--- config.mk ---
export PLATFORM = sky130hd
export DESIGN_NAME = snn_step_ctrl
export DESIGN_NICKNAME = d
export VERILOG_FILES = /design/src/rtl/snn_pkg.sv /design/src/rtl/snn_argmax.sv /design/src/rtl/snn_step_ctrl.sv
export SDC_FILE = /design/constraint.sdc
export NUM_CORES = 1
export LEC_CHECK = 0
export ABC_AREA = 0
export CAP_MARGIN = 20
export CORE_MARGIN = 8
export CORE_UTILIZATION = 40
export CTS_BUF_LIST = sky130_fd_sc_hd__clkbuf_4 sky130_fd_sc_hd__clkbuf_8 sky130_fd_sc_hd__clkbuf_16
export CTS_CLUSTER_DIAMETER = 80
export DETAILED_ROUTE_END_ITERATION = 12
export PLACE_DENSITY = 0.77
export RECOVER_POWER = 100
export SETUP_SLACK_MARGIN = 0.05
export SYNTH_ARGS = -nofsm -noshare
export SYNTH_HDL_FRONTEND = slang
export SYNTH_SLANG_ARGS = --single-unit
--- constraint.sdc ---
create_clock -name clk -period 2.7 [get_ports clk]
set_input_delay 0.405 -clock clk [delete_from_list [all_inputs] [get_ports clk]]
set_output_delay 0.405 -clock clk [all_outputs]
set_load 0.05 [all_outputs]
--- src/rtl/snn_pkg.sv ---
// rtl/snn_pkg.sv - shared types, defaults and step timing helper for the snn timestep scheduler
package snn_pkg;

    localparam int N_CLASS_DEF = 10;
    localparam int ADDR_W_DEF  = 4;

    typedef enum logic [3:0] {
        ST_IDLE,
        ST_RD,
        ST_LAT,
        ST_CONV,
        ST_WB,
        ST_FC,
        ST_FCWB,
        ST_ARG,
        ST_DONE
    } state_t;

    function automatic int step_cyc(input int rd_lat, input int conv_lat, input int fc_lat);
        return 3 + rd_lat + conv_lat + fc_lat;
    endfunction

endpackage

--- src/rtl/snn_argmax.sv ---
// rtl/snn_argmax.sv - combinational argmax over per-class spike counters, ties go to the lowest index
module snn_argmax
    import snn_pkg::*;
#(
    parameter int N     = N_CLASS_DEF,
    parameter int CNT_W = 5,
    parameter int IDX_W = $clog2(N)
) (
    input  logic [N-1:0][CNT_W-1:0] cnt,
    output logic [IDX_W-1:0]        idx
);

    logic [CNT_W-1:0] best;

    // Strict greater-than keeps the earliest index on equal counts.
    always_comb begin
        idx  = '0;
        best = cnt[0];
        for (int i = 1; i < N; i++) begin
            if (cnt[i] > best) begin
                best = cnt[i];
                idx  = IDX_W'(i);
            end
        end
    end

endmodule

--- src/rtl/snn_step_ctrl.sv ---
// rtl/snn_step_ctrl.sv - timestep scheduler FSM with optional spike-count classifier
// Classifier (counters + ARG state) built only when SNN_STEP_CTRL_CLASSIFY_EN is defined.
module snn_step_ctrl
    import snn_pkg::*;
#(
    parameter int ADDR_W   = ADDR_W_DEF,
    parameter int T_STEPS  = 16,
    parameter int RD_LAT   = 1,
    parameter int CONV_LAT = 2,
    parameter int FC_LAT   = 2,
    parameter int N_CLASS  = N_CLASS_DEF
) (
    input  logic                       clk,
    input  logic                       rst,
    input  logic                       start,
    input  logic [N_CLASS-1:0]         s_fc,
    output logic                       en_load,
    output logic [ADDR_W-1:0]          addr_r,
    output logic [ADDR_W-1:0]          addr_w,
    output logic                       we_conv,
    output logic                       we_fc,
    output logic                       first_step,
    output logic                       step_valid,
    output logic                       busy,
    output logic                       done,
    output logic [$clog2(N_CLASS)-1:0] class_out,
    output logic                       class_valid
);

    localparam int CLS_W   = $clog2(N_CLASS);
    localparam int MAX_LAT = (RD_LAT > CONV_LAT) ? ((RD_LAT > FC_LAT) ? RD_LAT : FC_LAT)
                                                 : ((CONV_LAT > FC_LAT) ? CONV_LAT : FC_LAT);
    localparam int WAIT_W  = $clog2(MAX_LAT + 1);
    localparam logic [ADDR_W-1:0] T_LAST = ADDR_W'(T_STEPS - 1);

    state_t            state, state_nxt;
    logic [ADDR_W-1:0] t;
    logic [WAIT_W-1:0] wait_cnt;
    logic              last_step;
    logic              run_start;

    assign last_step = (t == T_LAST);
    assign run_start = (state == ST_IDLE) && start;

    always_ff @(posedge clk) begin
        if (rst) begin
            state    <= ST_IDLE;
            t        <= '0;
            wait_cnt <= '0;
        end else begin
            state <= state_nxt;
            if (run_start)
                t <= '0;
            else if (state == ST_FCWB && !last_step)
                t <= t + ADDR_W'(1);
            // One down-counter serves all three latency states, reloaded on entry.
            if (state_nxt != state) begin
                case (state_nxt)
                    ST_LAT:  wait_cnt <= WAIT_W'(RD_LAT - 1);
                    ST_CONV: wait_cnt <= WAIT_W'(CONV_LAT - 1);
                    ST_FC:   wait_cnt <= WAIT_W'(FC_LAT - 1);
                    default: wait_cnt <= wait_cnt;
                endcase
            end else if (wait_cnt != '0) begin
                wait_cnt <= wait_cnt - WAIT_W'(1);
            end
        end
    end

    always_comb begin
        state_nxt = state;
        case (state)
            ST_IDLE: if (start) state_nxt = ST_RD;
            ST_RD:   state_nxt = ST_LAT;
            ST_LAT:  if (wait_cnt == '0) state_nxt = ST_CONV;
            ST_CONV: if (wait_cnt == '0) state_nxt = ST_WB;
            ST_WB:   state_nxt = ST_FC;
            ST_FC:   if (wait_cnt == '0) state_nxt = ST_FCWB;
            ST_FCWB: begin
                if (!last_step)
                    state_nxt = ST_RD;
                else begin
`ifdef SNN_STEP_CTRL_CLASSIFY_EN
                    state_nxt = ST_ARG;
`else
                    state_nxt = ST_DONE;
`endif
                end
            end
            ST_ARG:  state_nxt = ST_DONE;
            ST_DONE: state_nxt = ST_IDLE;
            default: state_nxt = ST_IDLE;
        endcase
    end

    always_comb begin
        en_load    = (state == ST_RD);
        we_conv    = (state == ST_WB)   && !last_step;
        we_fc      = (state == ST_FCWB) && !last_step;
        step_valid = (state == ST_FCWB);
        busy       = (state != ST_IDLE);
        done       = (state == ST_DONE);
        first_step = (t == '0) && (state inside {ST_RD, ST_LAT, ST_CONV, ST_WB, ST_FC, ST_FCWB});
    end

    // The write address wraps naturally; the last step never writes it.
    assign addr_r = t;
    assign addr_w = t + ADDR_W'(1);

`ifdef SNN_STEP_CTRL_CLASSIFY_EN
    localparam int CNT_W = $clog2(T_STEPS + 1);

    logic [N_CLASS-1:0][CNT_W-1:0] cnt;
    logic [CLS_W-1:0]              win_idx;
    logic [CLS_W-1:0]              class_q;
    logic                          class_valid_q;

    snn_argmax #(
        .N     (N_CLASS),
        .CNT_W (CNT_W),
        .IDX_W (CLS_W)
    ) u_argmax (
        .cnt (cnt),
        .idx (win_idx)
    );

    always_ff @(posedge clk) begin
        if (rst) begin
            cnt           <= '0;
            class_q       <= '0;
            class_valid_q <= 1'b0;
        end else if (run_start) begin
            cnt           <= '0;
            class_q       <= '0;
            class_valid_q <= 1'b0;
        end else begin
            if (state == ST_FCWB) begin
                for (int k = 0; k < N_CLASS; k++)
                    cnt[k] <= cnt[k] + CNT_W'(s_fc[k]);
            end
            if (state == ST_ARG) begin
                class_q       <= win_idx;
                class_valid_q <= 1'b1;
            end
        end
    end

    assign class_out   = class_q;
    assign class_valid = class_valid_q;
`else
    logic unused_s_fc;

    assign unused_s_fc = ^s_fc;
    assign class_out   = CLS_W'(0);
    assign class_valid = 1'b0;
`endif

endmodule

# Word-level counts from Yosys, hierarchy flattened
# Index checks and enable logic that the tools add are counted.
# word_totals
reg_bits	10
inputBits	13
out_inout_bits	20
wordCells	43
# classes
addsub	2
eq_ne	14
muxes	9
reduce_logical	15
# op_table
operator	count
one-hot mux 4 bit (8 select lines)	1
== test 4 x 3 -> 1 bit, second input constant	5
2-to-1 mux 4 bit	5
== test 4 x 2 -> 1 bit, second input constant	4
== test 4 bit, second input constant	2
logical NOT 4 bit	2
nonzero test 6 bit	1
adder 4 x 1 -> 4 bit, second input constant	1
== test 4 x 1 -> 1 bit, second input constant	1
logical AND 1 bit	4
2-to-1 mux 2 bit	2
inequality test 4 bit	1
one-hot mux 2 bit (2 select lines)	1
nonzero test 2 bit	2
nonzero test 4 bit	1
OR reduction 2 bit	2
inequality test 3 x 2 -> 1 bit, second input constant	1
logical NOT 2 bit	1
AND reduction 2 bit	1
subtractor 2 x 1 -> 2 bit, second input constant	1
logical NOT 1 bit	1

# Depth between registers and ports, before layout
# logic_depth
ltp_word	7
mapped_depth	7

# Worst setup path before layout
# Ideal clock, no wire load.
# synth_timing
kind	reg2out
from	reg t[0], in the netlist addr_r[0]
to	out first_step
arrival_time_ns	2.699
required_ns	2.295
setup_slack_ns	-0.404
path_stages_with_launch	5
n_path_buf	0
path_cell_list	dfxtp_1 > inv_1 > ha_1 > nand2b_1 > nor4_1
# synth_between
elab_chain_len	2
# synth_rtl
element	line_no	rtl
start: declaration	snn_step_ctrl.sv:37	logic [ADDR_W-1:0] t;
start signal: assignment	snn_step_ctrl.sv:55	t <= t + ADDR_W'(1);
logical NOT 4 bit	snn_step_ctrl.sv:103	first_step = (t == '0) && (state inside {ST_RD, ST_LAT, ST_CONV, ST_WB, ST_FC, ST_FCWB});
logical AND 1 bit	snn_step_ctrl.sv:103	
end: declaration	snn_step_ctrl.sv:22	output logic first_step,
# Every way passes these cells.

# Worst setup path after layout
# layout_timing
from	reg t[0], in the netlist addr_r[0]
to	out we_fc
# layout_between
elab_chain_len	3
# layout_rtl
element	line_no	rtl
== test 4 bit	snn_step_ctrl.sv:42	assign last_step = (t == T_LAST);
logical NOT 1 bit	snn_step_ctrl.sv:99	we_fc = (state == ST_FCWB) && !last_step;
logical AND 1 bit	snn_step_ctrl.sv:99	
end: declaration	snn_step_ctrl.sv:21	output logic we_fc,
# Every way passes these cells.

==> flow_summary.toml <==
[outcome]
status = "complete, no violations"

[floorplanning]
dieArea_um2 = 3489
rows = 15
die_h_um = 59.07
ios = 33
core_area_um2 = 1745
start_util_pct = 42.51
die_w_um = 59.07

[timing]
finalMaxSlewViolations = 0
fin_tns_setup_ns = 0
worst_slew_pin_slew_ns = 0.5272
hold-worst-slack_ns = 0.5186
rsz0062_at_grt = "no"
max_slew_margin_pct = 64.74
hold_viol = 0
setup_viol = 0
finalCritPeriodShare_pct = 94.51
min_period_ns = 2.552
skew_ns = 0.002006
fmax_mhz = 391.9

[synth]
ys_ff_latch = 10
synth_top_family_by_area = "simple AND/OR/NAND/NOR gates"
synth-xor-area-share_pct = 3.541
synthMuxAreaShare_pct = 2.698
ys_warn_count = 0
synthSimpleGateAreaFrac_pct = 28.84
postSynthAreaPerCell_um2 = 7.729
synth_fa_ha_area_share_pct = 5.059
ys.flop_type = "dfxtp_1"
syn_area_um2 = 742.0
synth.distinct_cells = 42
async_reset_ff_share_pct = 0
synth-compound-area-share_pct = 18.55
netlist_instances = 96
ys_seq_area_share_pct = 26.98
synth_edf_count = 0

[worst_setup_path]
worstPathRequired_ns = 2.30
critPathTopFamily = "buffers and inverters"
reg2reg_depth = 6
path_cells = "ha_1 -> and3_1 -> nand2b_2 -> inv_1 -> clkdlybuf4s50_1"
worst-path-buf-inv = 2
rr_endpoint = "wait_cnt[0]"
r2r_start = "wait_cnt[1]"
slowest_stage = "clkdlybuf4s50_1"
r2r_slack_ns = 0.98
cp-end-kind = "primary output"
arrival_ns = 2.15
path_class = "flip-flop to primary output"
cp_max_fo = 4
startpoint_type = "flip-flop"
critical_path.max_stage_delay_ns = 0.79

[pwr]
peakVddDrop_v = 0.0003039
seq_power_share_pct = 28.5
p_int_uw = 363.6
power_switching_uw = 320.5
p_leak_nw = 0.4116
p_clk_share_pct = 14.2
finalPower_uw = 684.1
netSwitchingFraction_pct = 46.84
p_comb_share_pct = 57.3
powerDensity_nw_per_um2 = 734.9

[placement]
place_congestion = 0.8345
place_inst = 134
port_buffers = 17
dp_hpwl_mm = 1.400

[drt]
drt-total-wl_mm = 1.781
vias = 693
drtIter0Drc = 13
wl_per_cell_um = 13.00
dr.pass1.iters = 4
post-route-drc-count = 0
detail-route-antenna-nets = 0
via_per_inst = 5.058

[clock_network]
ctsHoldBuffers = 0
clk_pin_slew_ns = 0.06
clk_path_buf_depth = 2
cts_tree = "done"
cts_max_level = 1
clk_latency_ns = 0.25
cts-buffers-inserted = 3
clockRootBuffer = "clkbuf_4"
cts_setup_buffers = 0
clkSinkCount = 10

[layout]
num-fill-cells = 186
final_net_count = 130
layout_commonest_cell = "dlygate4sd3_1"
layout_common_cells = "dlygate4sd3_1 (12), nor2_1 (10), dfxtp_1 (10)"
area_growth_pct = 25.46
seqCellArea_um2 = 200.2
stdcell_count = 137
multiInputGateArea_um2 = 460.4
num_antenna_cells = 0
drive_above_1_share_pct = 11.61

[worst_hold_path]
whs_path_depth = 2
min_to = "wait_cnt[1]"
hold_start = "wait_cnt[1]"
hold_class = "flip-flop to flip-flop"

[grt]
grt-ovfl-total = 0
grtUsageTotal_pct = 10.96
grt_first_pass_wirelength_mm = 3.022
antenna_found_initial = 0
first_global_vias = 696
grt_max_degree = 15

[run]
cap_viol_max_count = 0
==> metal layers <==
metal / share of wire, % / vias to the layer above / wire length [um] / global-route usage, %
met5: 0 / - / 0 / 0
met4: 0.22 / 0 / 4 / 4.778
met3: 11 / 2 / 198 / 5.423
met2: 42 / 29 / 754 / 16.98
met1: 46 / 304 / 823 / 12.33
li1: - / 358 / - / -
==> what timing repair did <==
item,4_1_cts,5_1_grt
resized for setup,1,0
endpoints found under the hold margin,0,0
setup endpoints to repair,1,0
==> synthesized netlist by cell type (3+ instances only) <==
library cell / n / area, um2
inv_1: 9 / 33.78
nand2_1: 3 / 11.26
a21oi_1: 4 / 20.02
ha_1: 3 / 37.54
nor2_1: 10 / 37.54
buf_2: 4 / 20.02
buf_4: 6 / 45.04
nor3_1: 4 / 20.02
nor4_1: 3 / 18.77
dfxtp_1: 10 / 200.2
o21ai_0: 4 / 20.02
==> stage by stage <==
| step | worst slack (ns) | instance area [um2] | utilization (%) |
|---|---|---|---|
| final | 0.1482 | 930.9 | 53.33 |
| after global routing | 0.06142 | 930.9 | 53.33 |
| after CTS | 0.1226 | 937.1 | 53.69 |
| after detailed placement | 0.3233 | 915.9 | 52.47 |
| after global placement | 0.3390 | 915.9 | 52.47 |
| after floorplan | 0.1486 | 763.2 | - |
==> registers in the layout, summed over array words and instances (netlist names) <==
name,count
state,4
addr_r,4
wait_cnt,2
==> kinds of logic after synthesis <==
kind of cell,count (synthesis)
AND/OR/NAND/NOR,36
AO/OA/AOI/OAI,21
buffers and inverters,20
flip-flops,10
adder cells (fa/ha/maj),3
XOR/XNOR,3
multiplexers,2
other,1
==> final cells by class <==
class                      count  area share (%)
inverter                       9           3.629
clock buffer                   3           2.419
sequential                    10           21.51
multi-input combinational     70           49.46
tap                           25           3.360
timing repair buffer          20           19.62
==> worst reg2reg max path, cell delays in order (launching register included) <==
cell     delay (ns)
dfxtp_1        0.36
inv_1          0.05
ha_1           0.31
mux2i_1        0.28
a32oi_1        0.14
or3_1          0.33
a31oi_1        0.17
==> power by group through the flow <==
stage               sequential (mW)  clock, mW  combinational, mW
floorplan                     0.185          0              0.332
global placement              0.198          0              0.394
detailed placement            0.199          0              0.402
CTS                           0.195      0.101              0.403
global route                  0.198      0.109              0.434
finish                        0.195     0.0972              0.392
==> how the worst max path moves through the flow <==
stage          slack [ns]       to      start  cells past startpoint
6_report             0.15    we_fc  addr_r[0]                      5
5_1_grt              0.06    we_fc  addr_r[0]                      5
4_1_cts              0.12    we_fc  addr_r[0]                      5
3_5_place_dp         0.32  we_conv  addr_r[0]                      5
3_3_place_gp         0.34  we_conv  addr_r[0]                      5
2_1_floorplan        0.15     done   state[0]                      3
Note: power is estimated with default switching activity, not from simulation.
